--- src/rtl/pc_sequencer.sv ---
// ---------------------------------------------------------------------------
// pc_sequencer
//   Program-counter sequencer for the WISC CPU front end. Holds the PC, the
//   clocked Z/N/V flags and a hardware return-address stack (RAS), evaluates
//   branch conditions, and runs a RUN/HALT state machine.
//
// Ports
//   clk, rst_n      clock (rising edge) and asynchronous active-low reset
//   stall           freeze all state this cycle
//   branch/cond/br_off      conditional branch, condition code, signed offset
//   call/call_off           call with signed offset (pushes pc+1)
//   ret/ret_reg             return; ret_reg used only when the RAS is empty
//   halt_in                 HLT instruction
//   set_z/set_nv            flag update strobes for alu_z / alu_n, alu_v
//   pc                      current PC (registered)
//   pc_plus1                pc+1, link value for the call write-back (comb)
//   hlt                     1 while halted
//   z_flag/n_flag/v_flag    registered flags
//   ras_empty/ras_full      RAS occupancy
//   ras_ovf                 sticky: a call was pushed while the RAS was full
// ---------------------------------------------------------------------------
module pc_sequencer #(
  parameter int unsigned   PC_W       = 16,
  parameter int unsigned   BR_IMM_W   = 9,
  parameter int unsigned   CALL_IMM_W = 12,
  parameter int unsigned   RAS_DEPTH  = 8,
  parameter logic [PC_W-1:0] RESET_PC = '0
) (
  input  logic                  clk,
  input  logic                  rst_n,
  input  logic                  stall,
  input  logic                  branch,
  input  logic [2:0]            cond,
  input  logic [BR_IMM_W-1:0]   br_off,
  input  logic                  call,
  input  logic [CALL_IMM_W-1:0] call_off,
  input  logic                  ret,
  input  logic [PC_W-1:0]       ret_reg,
  input  logic                  halt_in,
  input  logic                  set_z,
  input  logic                  set_nv,
  input  logic                  alu_z,
  input  logic                  alu_n,
  input  logic                  alu_v,
  output logic [PC_W-1:0]       pc,
  output logic [PC_W-1:0]       pc_plus1,
  output logic                  hlt,
  output logic                  z_flag,
  output logic                  n_flag,
  output logic                  v_flag,
  output logic                  ras_empty,
  output logic                  ras_full,
  output logic                  ras_ovf
);

  localparam int unsigned PTR_W = (RAS_DEPTH > 1) ? $clog2(RAS_DEPTH) : 1;
  localparam int unsigned CNT_W = PTR_W + 1;

  typedef enum logic {
    ST_RUN  = 1'b0,
    ST_HALT = 1'b1
  } state_t;

  state_t state, state_next;

  // Datapath next-values and RAS controls
  logic              en;
  logic [PC_W-1:0]   pc_next;
  logic              z_next, n_next, v_next;
  logic              push, pop;
  logic              taken;
  logic [PC_W-1:0]   br_sext, call_sext;

  // RAS storage: wr_ptr is the next free slot, rd_ptr the current top
  logic [PC_W-1:0]   ras_mem [RAS_DEPTH];
  logic [PTR_W-1:0]  wr_ptr, rd_ptr;
  logic [CNT_W-1:0]  ras_cnt;
  logic [PC_W-1:0]   ras_top;

  assign pc_plus1  = pc + PC_W'(1);
  assign br_sext   = {{(PC_W-BR_IMM_W){br_off[BR_IMM_W-1]}}, br_off};
  assign call_sext = {{(PC_W-CALL_IMM_W){call_off[CALL_IMM_W-1]}}, call_off};
  assign rd_ptr    = wr_ptr - PTR_W'(1);
  assign ras_top   = ras_mem[rd_ptr];
  assign ras_empty = (ras_cnt == CNT_W'(0));
  assign ras_full  = (ras_cnt == CNT_W'(RAS_DEPTH));
  assign hlt       = (state == ST_HALT);

  // Branch condition from the flags as registered before this edge
  always_comb begin
    taken = 1'b0;
    case (cond)
      3'b000:  taken = ~z_flag;
      3'b001:  taken = z_flag;
      3'b010:  taken = ~z_flag & ~n_flag;
      3'b011:  taken = n_flag;
      3'b100:  taken = z_flag | ~n_flag;
      3'b101:  taken = z_flag | n_flag;
      3'b110:  taken = v_flag;
      default: taken = 1'b1;
    endcase
  end

  // FSM state register
  always_ff @(posedge clk or negedge rst_n) begin
    if (!rst_n) state <= ST_RUN;
    else        state <= state_next;
  end

  // FSM next-state: HALT is terminal until reset
  always_comb begin
    state_next = state;
    if (state == ST_RUN && !stall && halt_in) state_next = ST_HALT;
  end

  // FSM outputs: next PC, flag updates and RAS push/pop by priority
  always_comb begin
    en      = ~stall & (state == ST_RUN);
    pc_next = pc;
    z_next  = z_flag;
    n_next  = n_flag;
    v_next  = v_flag;
    push    = 1'b0;
    pop     = 1'b0;
    if (en && !halt_in) begin
      if (set_z)  z_next = alu_z;
      if (set_nv) begin
        n_next = alu_n;
        v_next = alu_v;
      end
      if (call) begin
        pc_next = pc_plus1 + call_sext;
        push    = 1'b1;
      end else if (ret) begin
        pc_next = ras_empty ? ret_reg : ras_top;
        pop     = ~ras_empty;
      end else if (branch && taken) begin
        pc_next = pc_plus1 + br_sext;
      end else begin
        pc_next = pc_plus1;
      end
    end
  end

  // PC and flag registers
  always_ff @(posedge clk or negedge rst_n) begin
    if (!rst_n) begin
      pc     <= RESET_PC;
      z_flag <= 1'b0;
      n_flag <= 1'b0;
      v_flag <= 1'b0;
    end else begin
      pc     <= pc_next;
      z_flag <= z_next;
      n_flag <= n_next;
      v_flag <= v_next;
    end
  end

  // RAS pointer/count; a push while full overwrites the oldest entry
  always_ff @(posedge clk or negedge rst_n) begin
    if (!rst_n) begin
      wr_ptr  <= '0;
      ras_cnt <= '0;
      ras_ovf <= 1'b0;
    end else if (push) begin
      wr_ptr <= wr_ptr + PTR_W'(1);
      if (ras_full) ras_ovf <= 1'b1;
      else          ras_cnt <= ras_cnt + CNT_W'(1);
    end else if (pop) begin
      wr_ptr  <= rd_ptr;
      ras_cnt <= ras_cnt - CNT_W'(1);
    end
  end

  // RAS entry storage (no reset needed; occupancy is tracked by ras_cnt)
  always_ff @(posedge clk) begin
    if (push) ras_mem[wr_ptr] <= pc_plus1;
  end

endmodule

--- config.mk ---
export PLATFORM = sky130hd
export DESIGN_NAME = pc_sequencer
export DESIGN_NICKNAME = d
export VERILOG_FILES = /design/src/rtl/pc_sequencer.sv
export SDC_FILE = /design/constraint.sdc
export NUM_CORES = 1
export LEC_CHECK = 0
export CAP_MARGIN = 40
export CORE_MARGIN = 2
export CORE_UTILIZATION = 35
export CTS_CLUSTER_SIZE = 12
export DETAILED_ROUTE_END_ITERATION = 6
export PLACE_DENSITY_LB_ADDON = 0.15
export SLEW_MARGIN = 20
export SYNTH_ARGS = -nofsm -noshare
export SYNTH_HDL_FRONTEND = slang
export SYNTH_SLANG_ARGS = --single-unit
--- constraint.sdc ---
create_clock -name clk -period 6 [get_ports clk]
set_clock_uncertainty 0.1 [all_clocks]
set_input_delay 0.6 -clock clk [delete_from_list [all_inputs] [get_ports clk]]
set_output_delay 0.6 -clock clk [all_outputs]
set_load 0.02 [all_outputs]
==> tab_implementation.tex <==
\begin{tabular}{lr}
\hline
Metric & Value \\
\hline
\multicolumn{2}{l}{\textbf{Setup path}} \\
\quad Slowest stage delay, CP & 0.50 ns \\
\quad Worst path cell trace & nand4\_1 > nor3\_2 > and3\_1 > xor2\_1 > buf\_4 > ha\_1 > a21o\_1 > a21o\_1 > a21o\_1 > or3\_1 > a31o\_1 > a2111oi\_2 > nor3\_1 \\
\quad Most repeated library cell on the critical path & sky130\_fd\_sc\_hd\_\_a21o\_1 \\
\quad Critical path data arrival time & 4.02 ns \\
\quad Kind of critical path & reg2reg \\
\quad Maximum fanout along the worst path & 12 \\
\quad Worst-path cell with the longest stage delay & sky130\_fd\_sc\_hd\_\_dfrtp\_1 \\
\quad Worst Path Required & 6.20 ns \\
\quad Critical Path End Type & register \\
\quad Reg2reg path depth & 13 \\
\quad Element type at the critical path start & register \\
\multicolumn{2}{l}{\textbf{Clock network}} \\
\quad Clock sinks & 156 \\
\quad Clock tree from TritonCTS & done \\
\quad Count of hold-fix buffers inserted at cts & 0 \\
\quad Clock Root Buffer & sky130\_fd\_sc\_hd\_\_clkbuf\_16 \\
\quad Post-CTS setup buffer count & 0 \\
\quad Clock transition at the registers of the reported paths & 0.07 ns \\
\quad Maximum level of the CTS H-tree & 4 \\
\quad CTS resizes & 0 \\
\quad Clock buffers created by TritonCTS & 17 \\
\quad Insertion delay to the later sink of the worst-skew pair & 0.42 ns \\
\quad Maximum count of clock buffers along a single path & 2 \\
\multicolumn{2}{l}{\textbf{STA}} \\
\quad Tmin final & 3.81 ns \\
\quad Normalized max-slew margin & 0.448 \\
\quad RSZ-0062 raised after global routing & false \\
\quad Setup TNS & 0 ns \\
\quad Actual transition at the worst max-transition pin & 0.829 ns \\
\quad Final worst path period share & 0.635 \\
\quad Setup violators final & 0 \\
\quad Final slew viol count & 0 \\
\quad Highest Clock Rate & 262 MHz \\
\quad Number of hold violations in the final report & 0 \\
\multicolumn{2}{l}{\textbf{Finish}} \\
\quad Area delta synth->final & 25.1\% \\
\quad Layout cell share with drive strength beyond 1 & 0.165 \\
\quad Nets@finish & 840 \\
\quad \# fillers & 2,107 \\
\quad FF+latch area & 0.00455 mm2 \\
\quad Multi-input gate area & 0.00368 mm2 \\
\multicolumn{2}{l}{\textbf{Yosys}} \\
\quad Number of synthesis warnings & 0 \\
\quad Synth top cells by count & 128 x sky130\_fd\_sc\_hd\_\_edfxtp\_1, 48 x sky130\_fd\_sc\_hd\_\_nand2\_1, 39 x sky130\_fd\_sc\_hd\_\_ha\_1, 38 x sky130\_fd\_sc\_hd\_\_nor2\_1, 35 x sky130\_fd\_sc\_hd\_\_a21oi\_1 \\
\quad Flip-flop and latch count after synthesis & 156 \\
\quad Post-synth design cell area & 0.00838 mm2 \\
\quad Syn\_area\_per\_cell & 13.3 um2 \\
\quad Share of flip-flops with an asynchronous set or reset after synthesis & 0.179 \\
\quad Number of synthesized flops with an enable pin & 128 \\
\quad Number of standard cells after synthesis & 631 \\
\quad Most area-hungry cell type in the Yosys netlist & sky130\_fd\_sc\_hd\_\_edfxtp\_1 \\
\quad Most area-consuming cells after synthesis & sky130\_fd\_sc\_hd\_\_edfxtp\_1 46\%, sky130\_fd\_sc\_hd\_\_mux4\_2 8.6\%, sky130\_fd\_sc\_hd\_\_dfrtp\_1 8.4\% \\
\quad Share of the yosys chip area belonging to registers & 0.542 \\
\quad Share of Yosys cell area claimed by the top area cell type & 0.459 \\
\quad Leading cell type by number of instances after synthesis & sky130\_fd\_sc\_hd\_\_edfxtp\_1 \\
\quad Post-synthesis net count & 725 \\
\quad Primary flip-flop cell chosen by synthesis mapping & sky130\_fd\_sc\_hd\_\_edfxtp\_1 \\
\quad Number of distinct library cells after synthesis & 66 \\
\multicolumn{2}{l}{\textbf{Routing}} \\
\quad Vias per inst & 5.30 \\
\quad Detailed-route wire length & 21,900 um \\
\quad Number of nets with antenna violations after routing & 0 \\
\quad DRC violation count after routing & 0 \\
\quad Number of iterations in the first detailed-routing pass & 5 \\
\quad Iteration-0 DRC Markers & 382 \\
\quad Mean routed wirelength per cell & 20.3 um \\
\quad Vias & 5,718 \\
\multicolumn{2}{l}{\textbf{Die}} \\
\quad Core Footprint & 0.0235 mm2 \\
\quad Total I/O pin count & 91 \\
\quad Standard-cell row count & 56 \\
\quad Chip height & 159 um \\
\quad Starting density of the core & 0.357 \\
\quad Overall die area & 0.0252 mm2 \\
\quad Die width & 159 um \\
\multicolumn{2}{l}{\textbf{Worst hold path}} \\
\quad Worst hold-check path type & reg2reg \\
\quad Hold Path Cell Cnt & 1 \\
\multicolumn{2}{l}{\textbf{Power and ir drop}} \\
\quad Part of the total power dissipated in the clock network & 0.265 \\
\quad Power Dens Cells & 409 mW/mm2 \\
\quad Switching pwr & 1.53 mW \\
\quad Combinational fraction of design power & 0.414 \\
\quad Cell Int Power & 2.76 mW \\
\quad Peak ir drop on the vdd network & 0.218 mV \\
\quad Seq pwr share & 0.321 \\
\quad Leakage Power & 3.82 nW \\
\quad Total Power & 4.29 mW \\
\quad Switching portion of total power & 0.357 \\
\multicolumn{2}{l}{\textbf{Job}} \\
\quad Number of max-cap violations & 0 \\
\multicolumn{2}{l}{\textbf{Global route}} \\
\quad Grt total ovfl & 0 \\
\quad Number of global-route vias before repair & 5,924 \\
\quad Pin count of the biggest net entering global routing & 39 \\
\quad Global-route wire length before repair & 34,000 um \\
\quad Global-route usage over all layers & 0.177 \\
\quad Initial antenna violation count & 1 \\
\multicolumn{2}{l}{\textbf{Place}} \\
\quad Quantity of I/O buffers inserted on ports & 90 \\
\quad Routability-driven placement congestion ratio & 0.896 \\
\quad DPL Wire Length & 15,400 um \\
\multicolumn{2}{l}{\textbf{Run status}} \\
\quad Status & finished clean \\
\hline
\end{tabular}
## routing by layer
layer | wire, um | vias up | track usage
met5 | 0 | - | 0
met4 | 258 | 0 | 0.0430
met3 | 883 | 19 | 0.0313
met2 | 10700 | 148 | 0.297
met1 | 10000 | 2882 | 0.239
li1 | - | 2669 | -
## logic make-up (layout without fill, tap and decap cells)
logic type | Yosys count | count (layout) | synth area share
compound gates | 139 | 139 | 0.115
other cells | 0 | 1 | 0
flops | 156 | 156 | 0.542
buf+inv | 42 | 170 | 0.0225
xor+xnor | 46 | 46 | 0.0490
mux | 66 | 66 | 0.128
fa+ha+maj | 42 | 42 | 0.0654
simple gates | 140 | 140 | 0.0784
## registers in the layout, indices dropped and copies added, names as in the netlist
name and count:
ras_ovf 1, hlt 1, n_flag 1, wr_ptr 3, v_flag 1, pc 16
z_flag 1, ras_cnt 4, ras_mem 128
## placed cells by master, fill, tap and decap left out, types with 4 or more instances in the layout
master and count:
sky130_fd_sc_hd__a211o_1 4, sky130_fd_sc_hd__a21o_1 13, sky130_fd_sc_hd__a21oi_1 35, sky130_fd_sc_hd__a31oi_1 4
sky130_fd_sc_hd__and3_1 5, sky130_fd_sc_hd__buf_4 27, sky130_fd_sc_hd__clkbuf_16 17, sky130_fd_sc_hd__clkdlybuf4s50_1 90
sky130_fd_sc_hd__dfrtp_1 27, sky130_fd_sc_hd__edfxtp_1 128, sky130_fd_sc_hd__ha_1 38, sky130_fd_sc_hd__inv_1 12
sky130_fd_sc_hd__inv_2 4, sky130_fd_sc_hd__inv_6 4, sky130_fd_sc_hd__mux2_2 7, sky130_fd_sc_hd__mux2i_1 25
sky130_fd_sc_hd__mux4_2 32, sky130_fd_sc_hd__nand2_1 48, sky130_fd_sc_hd__nand2b_1 5, sky130_fd_sc_hd__nand3_1 14
sky130_fd_sc_hd__nor2_1 38, sky130_fd_sc_hd__nor3_1 8, sky130_fd_sc_hd__nor3_2 6, sky130_fd_sc_hd__o211ai_1 14
sky130_fd_sc_hd__o21a_1 5, sky130_fd_sc_hd__o21ai_0 12, sky130_fd_sc_hd__o21ai_1 14, sky130_fd_sc_hd__o31ai_1 5
sky130_fd_sc_hd__xnor2_1 28, sky130_fd_sc_hd__xor2_1 17
## power by group through the flow
stage | registers, mW | clock network (mW) | logic (mW)
after floorplan | 1.42 | 0 | 1.14
after global placement | 1.40 | 0 | 1.73
after detailed placement | 1.40 | 0 | 1.76
after CTS | 1.38 | 1.16 | 1.77
after global routing | 1.39 | 1.21 | 1.93
final | 1.38 | 1.14 | 1.77
## per-stage QoR
step	utilization	std cells	setup WS (ns)	area, um2	hold slack, ns
after floorplan	-	631	1.96	8380	0.204
after global placement	0.417	1042	2.06	9790	0.355
after detailed placement	0.418	1044	2.03	9820	0.363
after CTS	0.445	1076	2.01	10400	0.380
after global routing	0.447	1078	1.96	10500	0.408
final	0.447	1079	2.19	10500	0.369
## path summary, 6_finish.rpt
check / start / to / slack (ns)
max: pc[3] / pc[15] / 2.19
min: ras_ovf / ras_ovf / 0.37
max reg2reg: pc[3] / pc[15] / 2.19
min reg2reg: ras_ovf / ras_ovf / 0.37
max in group asynchronous: rst_n / wr_ptr[0] / 5.01
min in group asynchronous: rst_n / ras_cnt[3] / 0.47
## critical path: cells and delay by family (launching register included)
family | cells | cell delay, ns
AOI/OAI and AO/OA | 5 | 1.13
xor gates and xnor gates | 1 | 0.14
adders and majority gates | 1 | 0.30
buffers and inverters | 1 | 0.23
DFF | 1 | 0.50
and+or+nand+nor | 5 | 1.31
## area by class of cell
cell class / instances / area share
flip-flops and latches: 156 / 0.434
multi-input cells: 433 / 0.351
repair buffers: 120 / 0.111
clock buffers: 18 / 0.0409
well taps: 319 / 0.0381
clock inverters: 14 / 0.0191
inverters: 18 / 0.00644
diodes: 1 / 0.000239
(Power assumes the default switching activity.)
